`config.mk`:
```
export PLATFORM = sky130hd
export DESIGN_NAME = mul_issue_sched
export DESIGN_NICKNAME = d
export VERILOG_FILES = /design/src/rtl/drac_pkg.sv /design/src/rtl/mul_sched_fifo.sv /design/src/rtl/mul_issue_sched.sv
export SDC_FILE = /design/constraint.sdc
export NUM_CORES = 1
export LEC_CHECK = 0
export ABC_AREA = 1
export CAP_MARGIN = 40
export CORE_ASPECT_RATIO = 1.2
export CORE_MARGIN = 10
export CORE_UTILIZATION = 45
export CTS_CLUSTER_SIZE = 40
export DETAILED_ROUTE_END_ITERATION = 10
export HOLD_SLACK_MARGIN = 0.08
export PLACE_DENSITY_LB_ADDON = 0.1
export SLEW_MARGIN = 20
export SYNTH_ARGS = -nofsm -noshare
export SYNTH_HDL_FRONTEND = slang
export SYNTH_SLANG_ARGS = --single-unit
```
`constraint.sdc`:
```
create_clock -name clk_i -period 6 [get_ports clk_i]
set_input_delay 1.8 -clock clk_i [delete_from_list [all_inputs] [get_ports clk_i]]
set_output_delay 1.8 -clock clk_i [all_outputs]
set_load 0.01 [all_outputs]
```
`src/rtl/drac_pkg.sv`:
```
// Shared exe-stage definitions: multiplier latencies and the issue-scheduler queue entry.
package drac_pkg;

  localparam int MUL_LAT_32    = 1;
  localparam int MUL_LAT_64    = 2;
  localparam int MUL_PAYLOAD_W = 64;

  typedef struct packed {
    logic                     op32;
    logic [MUL_PAYLOAD_W-1:0] payload;
  } mul_sched_entry_t;

endpackage

```
`src/rtl/mul_sched_fifo.sv`:
```
// Circular request buffer for the multiplier issue scheduler (DEPTH must be a power of two, >= 2).
module mul_sched_fifo
  import drac_pkg::*;
#(
  parameter int  DEPTH   = 4,
  parameter type entry_t = mul_sched_entry_t
) (
  input  logic   clk_i,
  input  logic   rst_i,
  input  logic   flush,
  input  logic   push,
  input  entry_t wdata,
  input  logic   pop,
  output logic   full,
  output logic   empty,
  output entry_t head
);

  localparam int PTR_W = $clog2(DEPTH);
  localparam int CNT_W = PTR_W + 1;

  logic [PTR_W-1:0] rd_ptr;
  logic [PTR_W-1:0] wr_ptr;
  logic [CNT_W-1:0] count;
  entry_t           mem [DEPTH];
  logic             push_en;
  logic             pop_en;

  assign full    = (count == CNT_W'(DEPTH));
  assign empty   = (count == '0);
  assign push_en = push & ~full & ~flush;
  assign pop_en  = pop & ~empty & ~flush;
  assign head    = mem[rd_ptr];

  // Pointers wrap naturally because DEPTH is a power of two.
  always_ff @(posedge clk_i or posedge rst_i) begin
    if (rst_i) begin
      rd_ptr <= '0;
      wr_ptr <= '0;
      count  <= '0;
    end else if (flush) begin
      rd_ptr <= '0;
      wr_ptr <= '0;
      count  <= '0;
    end else begin
      if (push_en) wr_ptr <= wr_ptr + 1'b1;
      if (pop_en)  rd_ptr <= rd_ptr + 1'b1;
      case ({push_en, pop_en})
        2'b10:   count <= count + 1'b1;
        2'b01:   count <= count - 1'b1;
        default: count <= count;
      endcase
    end
  end

  always_ff @(posedge clk_i) begin
    if (push_en) mem[wr_ptr] <= wdata;
  end

endmodule

```
`src/rtl/mul_issue_sched.sv`:
```
// Issue scheduler for the 2-stage multiplier: one issue per cycle, no result-port collisions.
// Optional perf counters (stall_cnt_o, issue_cnt_o) are built when MUL_SCHED_PERF_EN is defined.
module mul_issue_sched
  import drac_pkg::*;
#(
  parameter int DEPTH     = 4,
  parameter int PAYLOAD_W = 64
) (
  input  logic                 clk_i,
  input  logic                 rst_i,
  input  logic                 kill_i,
  input  logic                 req_valid_i,
  input  logic                 req_op32_i,
  input  logic [PAYLOAD_W-1:0] req_payload_i,
  output logic                 req_ready_o,
  output logic                 mul_valid_o,
  output logic                 mul_op32_o,
  output logic [PAYLOAD_W-1:0] mul_payload_o,
  output logic                 wb_valid_o,
  output logic [1:0]           inflight_o,
  output logic                 idle_o
`ifdef MUL_SCHED_PERF_EN
  ,
  output logic [31:0]          stall_cnt_o,
  output logic [31:0]          issue_cnt_o
`endif
);

  typedef struct packed {
    logic                 op32;
    logic [PAYLOAD_W-1:0] payload;
  } entry_t;

  entry_t                push_data;
  entry_t                head;
  logic                  full;
  logic                  empty;
  logic                  push;
  logic                  head_ok;
  logic                  vld_p0;
  logic [MUL_LAT_64-1:0] resv;
  logic [MUL_LAT_64-1:0] resv_next;
  logic [1:0]            inflight_q;

  assign req_ready_o       = ~full;
  assign push              = req_valid_i & ~full & ~kill_i;
  assign push_data.op32    = req_op32_i;
  assign push_data.payload = req_payload_i;

  mul_sched_fifo #(
    .DEPTH   (DEPTH),
    .entry_t (entry_t)
  ) u_fifo (
    .clk_i (clk_i),
    .rst_i (rst_i),
    .flush (kill_i),
    .push  (push),
    .wdata (push_data),
    .pop   (vld_p0),
    .full  (full),
    .empty (empty),
    .head  (head)
  );

  // Issue stage (p0): a 32-bit op may not land on the slot a 64-bit op reserved last cycle.
  assign head_ok = ~empty & ~(head.op32 & resv[MUL_LAT_64-1]);
  assign vld_p0  = head_ok & ~kill_i;

  assign mul_valid_o   = vld_p0;
  assign mul_op32_o    = vld_p0 & head.op32;
  assign mul_payload_o = vld_p0 ? head.payload : '0;

  always_comb begin
    resv_next                 = '0;
    resv_next[MUL_LAT_32-1]   = resv[MUL_LAT_64-1] | (vld_p0 & head.op32);
    resv_next[MUL_LAT_64-1]   = vld_p0 & ~head.op32;
  end

  // Result slot reservation: bit 0 is the writeback slot of the coming cycle.
  always_ff @(posedge clk_i or posedge rst_i) begin
    if (rst_i) begin
      resv <= '0;
    end else if (kill_i) begin
      resv <= '0;
    end else begin
      resv <= resv_next;
    end
  end

  assign wb_valid_o = resv[0];

  always_ff @(posedge clk_i or posedge rst_i) begin
    if (rst_i) begin
      inflight_q <= '0;
    end else if (kill_i) begin
      inflight_q <= '0;
    end else begin
      case ({vld_p0, wb_valid_o})
        2'b10:   inflight_q <= inflight_q + 1'b1;
        2'b01:   inflight_q <= inflight_q - 1'b1;
        default: inflight_q <= inflight_q;
      endcase
    end
  end

  assign inflight_o = inflight_q;
  assign idle_o     = empty & (inflight_q == 2'd0);

`ifdef MUL_SCHED_PERF_EN
  function automatic logic [31:0] sat_inc(input logic [31:0] v);
    return (v == '1) ? v : v + 32'd1;
  endfunction

  // Perf counters survive kill so flush-heavy phases remain visible.
  always_ff @(posedge clk_i or posedge rst_i) begin
    if (rst_i) begin
      stall_cnt_o <= '0;
      issue_cnt_o <= '0;
    end else begin
      if (~empty & ~head_ok) stall_cnt_o <= sat_inc(stall_cnt_o);
      if (vld_p0)            issue_cnt_o <= sat_inc(issue_cnt_o);
    end
  end
`endif

endmodule

```
After elaboration in Yosys (flattened, before gate mapping)

Memory sizes are Yosys's and may differ from the RTL's.
Index checks and enable logic that the tools add are counted.

Add/sub/neg operators: 6
Equal/unequal tests: 5
Muxes and demuxes: 12
Bitwise operators: 18
Reductions and logical operators: 6

Operator list:

| cell                                                | count |
|---|---|
| two-way mux 64 bit                                  | 1 |
| bitwise AND 1 bit                                   | 12 |
| two-way mux 2 bit                                   | 6 |
| adder 2 x 1 -> 2 bit, second input constant         | 3 |
| one-hot mux 3 bit (2 select lines)                  | 1 |
| nonzero test 3 bit                                  | 2 |
| NOT 1 bit                                           | 5 |
| equality test 2 x 1 -> 1 bit, second input constant | 2 |
| equality test 2 bit, second input constant          | 2 |
| one-hot mux 2 bit (2 select lines)                  | 1 |
| nonzero test 2 bit                                  | 2 |
| adder 3 x 1 -> 3 bit, second input constant         | 1 |
| equality test 3 bit, second input constant          | 1 |
| logical NOT 3 bit                                   | 1 |
| two-way mux 3 bit                                   | 1 |
| subtractor 3 x 1 -> 3 bit, second input constant    | 1 |
| logical NOT 2 bit                                   | 1 |
| two-way mux 1 bit                                   | 2 |
| subtractor 2 x 1 -> 2 bit, second input constant    | 1 |
| bitwise OR 1 bit                                    | 1 |

Bits in registers: 11
Bits in writable memories: 260
Bits of input ports: 69
Output and inout bits: 71
Logic and storage cells: 53
Memories: 1

Memories:

| memory     | depth | bits a word | read ports | clocked after memory_dff | write ports | RTL line             | text |
|---|---|---|---|---|---|---|---|
| u_fifo.mem | 4     | 65          | 1          | 0                        | 1           | mul_sched_fifo.sv:25 | `entry_t mem [DEPTH];` |

Longest topological paths before layout

An unclocked memory read counts as a cell.

Depth in word-level cells: 10
Depth in mapped cells: 14
Gate-level depth less buffers: 13

Hierarchy

A second synthesis with hierarchy kept.

Cells, all modules: 867
Area, all modules: 11559.8 um^2

By module, submodules not included:

| module          | times used | cells each | area each (um^2) | sequential area each (um^2) |
|---|---|---|---|---|
| mul_sched_fifo  | 1          | 695        | 10657.7          | 7982.7 |
| mul_issue_sched | 1          | 172        | 902.1            | 100.1 |

Worst setup path before layout

OpenSTA, ideal clock, no wires.

Kind: input to register
From: input port req_valid_i
To: memory u_fifo.mem[0][0] (netlist name) (enable)
Library setup time: 0.488 ns
Arrival time: 4.768 ns
Required time: 5.512 ns
Setup slack: 0.744 ns
Cell stages on the path: 4
Buffers on the path: 0
Path through: nand2_1 nor2_1 inv_1 nor2_1

Cells in the longest elaborated chain, start to end: 6

Ends and longest elaborated chain:

| item                                    | RTL line              | text |
|---|---|---|
| start: declaration                      | mul_issue_sched.sv:12 | `input logic req_valid_i,` |
| bitwise AND 1 bit (2 in a row)          | mul_issue_sched.sv:46 | `assign push = req_valid_i & ~full & ~kill_i;` |
| bitwise AND 1 bit (2 in a row)          | mul_sched_fifo.sv:31  | `assign push_en = push & ~full & ~flush;` |
| two-way mux 1 bit                       | mul_sched_fifo.sv:57  | `if (push_en) mem[wr_ptr] <= wdata;` |
| two-way mux 1 bit (implied by the code) | mul_sched_fifo.sv:57  |  |
| end: declaration                        | mul_sched_fifo.sv:25  |  |

Every way passes these cells.

Final worst setup path

From: input port kill_i
To: output port mul_payload_o[11]

Cells in the longest elaborated chain, start to end: 3

Ends and longest elaborated chain:

| item               | RTL line              | text |
|---|---|---|
| start: declaration | mul_issue_sched.sv:11 | `input logic kill_i,` |
| NOT 1 bit          | mul_issue_sched.sv:67 | `assign vld_p0 = head_ok & ~kill_i;` |
| bitwise AND 1 bit  | mul_issue_sched.sv:67 |  |
| two-way mux 64 bit | mul_issue_sched.sv:71 | `assign mul_payload_o = vld_p0 ? head.payload : '0;` |
| end: declaration   | mul_issue_sched.sv:18 | `output logic [PAYLOAD_W-1:0] mul_payload_o,` |

Every way passes these cells.

==> metrics <==
fin. max-slew vios 0; Yosys top cell by area edfxtp_1; CTS root buffer clkbuf_16; Site Rows 62; Die Ht 190 um; nets 1,070; vias in the first global route 7,080; Setup crit end kind primary output; Req. time, crit path 4200 ps; Rel. slew slack 0.473; routability congestion estimate 0.735; area added between synthesis and finish 24.2%; Sw Pwr 1860 uW; Syn. warnings 0; LEAKAGE 0.00454 uW; die width 162 um; RSZ-0062 raised after global routing no; post-DR vias/cell 5.06; cell area after synthesis 10,900 um2; syn_area_per_cell 12.6 um2; setup TNS 0 ps; Cells after Synth 860; skew final 12.6 ps; Antenna Nets Post-Route 0; count of cell types in the netlist 24; Setup-failing EPs final 0; H-tree lvl count 1; Synth top area share 0.719; Power Density 426 nW/um2; slew of the pin with the lowest slew margin 788 ps; number of synthesized flops with an enable pin 260; dpl ws 566 ps; GRT Total Usage 0.158; placed insts 1,287; design area 13,500 um2; Yosys reg bits 271; Most Crowded Layer GR met2; top post-synthesis cells by area edfxtp_1 (72%), nor2_1 (9.2%), o21ai_0 (5.9%); top-count cell post-synth nor2_1; DRT Pass-1 Iters 4; asr flop ratio synth 0.0406; Final Cycle Share 0.905; final core occ 0.565; Switching Share 0.323; DRC viols 0; Comb pwr share 0.328; largest net degree at the start of global routing 71; Worst-path clk slew 60 ps; Worst-Skew Late Latency 510 ps; Post-synth top cells nor2_1 (265), edfxtp_1 (260), o21ai_0 (129); grt met3 use 0.0365; Core Area 23,900 um2; clock buffer depth 3; Hold Violations, Final 0; IO Pins 140; PnR worst setup slack 570 ps; Port Buffers 139; Clock power frac 0.280; minimum clock period 5430 ps; Resized Gates After CTS 0; Max Freq 184 MHz; CP arrival 3630 ps; GRT overflow 0; top_reg_cell synth edfxtp_1; CTS tree done; crit-path max FO 34; Critical Path Start Type primary input; hpwl dp 14,400 um; max-cap check violation count 0; P_int 3890 uW; GR Util met1 0.198; die area 30,800 um2; total number of vias 6,759; sequential share of power 0.391; layout cell share with drive strength beyond 1 0.104; status finished clean; Post-Route WL 24,800 um; Filler Cells Inserted 2,038; Routed WL per cell 18.5 um; Hold-fix buffers, CTS 0; sequential fraction of the synthesis area 0.744; initial drt markers 435; global-route wire length before repair 39,200 um; worst vdd ir 299 uV; dpl cell area 12,600 um2; Starting Density 0.455; Hold Path Class reg2reg; Setup CP Type in2out; Post CTS Setup Buffer Count 0; antenna violations before repair 1; non-filler cells in the finished layout 1,337; CTS Buf Count 27; # clock sinks 271; GRT met2 Usage 0.274; Mapped Nets 934
[routing by layer]
layer / up-vias / routed length [um] / part of all wire
met5: - / 0 / 0
met4: 0 / 302 / 0.012
met3: 23 / 1390 / 0.056
met2: 155 / 12500 / 0.50
met1: 3277 / 10600 / 0.43
li1: 3304 / - / -
[cell families after synthesis]
kind of cell             after synthesis  synth area share
AO/OA/AOI/OAI                        198             0.105
XOR/XNOR                               1          0.000806
adder cells (fa/ha/maj)                5           0.00645
flip-flops                           271             0.744
buffers and inverters                 72            0.0306
AND/OR/NAND/NOR                      313             0.113
[flip-flops by register name, summed over array words and instances, names as in the netlist]
register	cells
u_fifo.wr_ptr	2
u_fifo.rd_ptr	2
inflight_o	2
u_fifo.count	3
u_fifo.mem	260
resv	2
[worst paths after layout]
path	from	end	slack, ps	cells after the start
setup / recovery	kill_i	mul_payload_o[11]	570	6
hold / removal	resv[1]	resv[0]	530	2
setup reg to reg	u_fifo.count[0]	u_fifo.mem[2][37]	3530	7
hold reg to reg	resv[1]	resv[0]	530	2
max in group asynchronous	rst_i	u_fifo.rd_ptr[0]	4040	2
min in group asynchronous	rst_i	inflight_o[1]	1590	2
[worst max-delay path: stages]
cell             delay (ps)
clkdlybuf4s50_1         480
inv_1                   140
nand3_4                 170
buf_12                  240
a21oi_1                 200
clkdlybuf4s50_1         580
[cells in the final DEF (no fill, tap or decap), types with 4 or more instances in the layout]
cell	count
buf_4	14
nor2_1	261
nor2_4	4
ha_1	4
dfrtp_1	9
clkbuf_1	11
nand3_1	9
clkinv_1	6
o21ai_0	129
edfxtp_1	260
clkdlybuf4s50_1	139
clkbuf_16	27
inv_1	17
nand2_1	29
a21oi_1	26
a21oi_2	41
buf_12	5
nand4_1	4
[power groups by stage]
| stage | Combinational (uW) | Clock (uW) | Sequential [uW] |
|---|---|---|---|
| global placement | 1900 | 0 | 2290 |
| floorplan | 1140 | 0 | 2280 |
| global route | 2100 | 1730 | 2260 |
| finish | 1890 | 1610 | 2250 |
| detailed placement | 1920 | 0 | 2290 |
| CTS | 1930 | 1650 | 2250 |
[layout make-up]
cell class / instances / area [um2] / area share
clock inverter: 11 / 123 / 0.00909
inverter: 21 / 80.1 / 0.00594
timing repair buffer: 158 / 1600 / 0.118
antenna: 1 / 2.50 / 0.000185
sequential: 271 / 8090 / 0.599
clock buffer: 38 / 717 / 0.0531
tap: 320 / 400 / 0.0297
multi-input combinational: 517 / 2480 / 0.184
[metrics by stage]
step / hold slack [ps] / total power, uW
final: 531 / 5740
after CTS: 535 / 5830
after floorplan: 470 / 3420
after detailed placement: 520 / 4200
after global routing: 564 / 6090
after global placement: 519 / 4190
No activity file was read; power rests on OpenSTA's default activity.
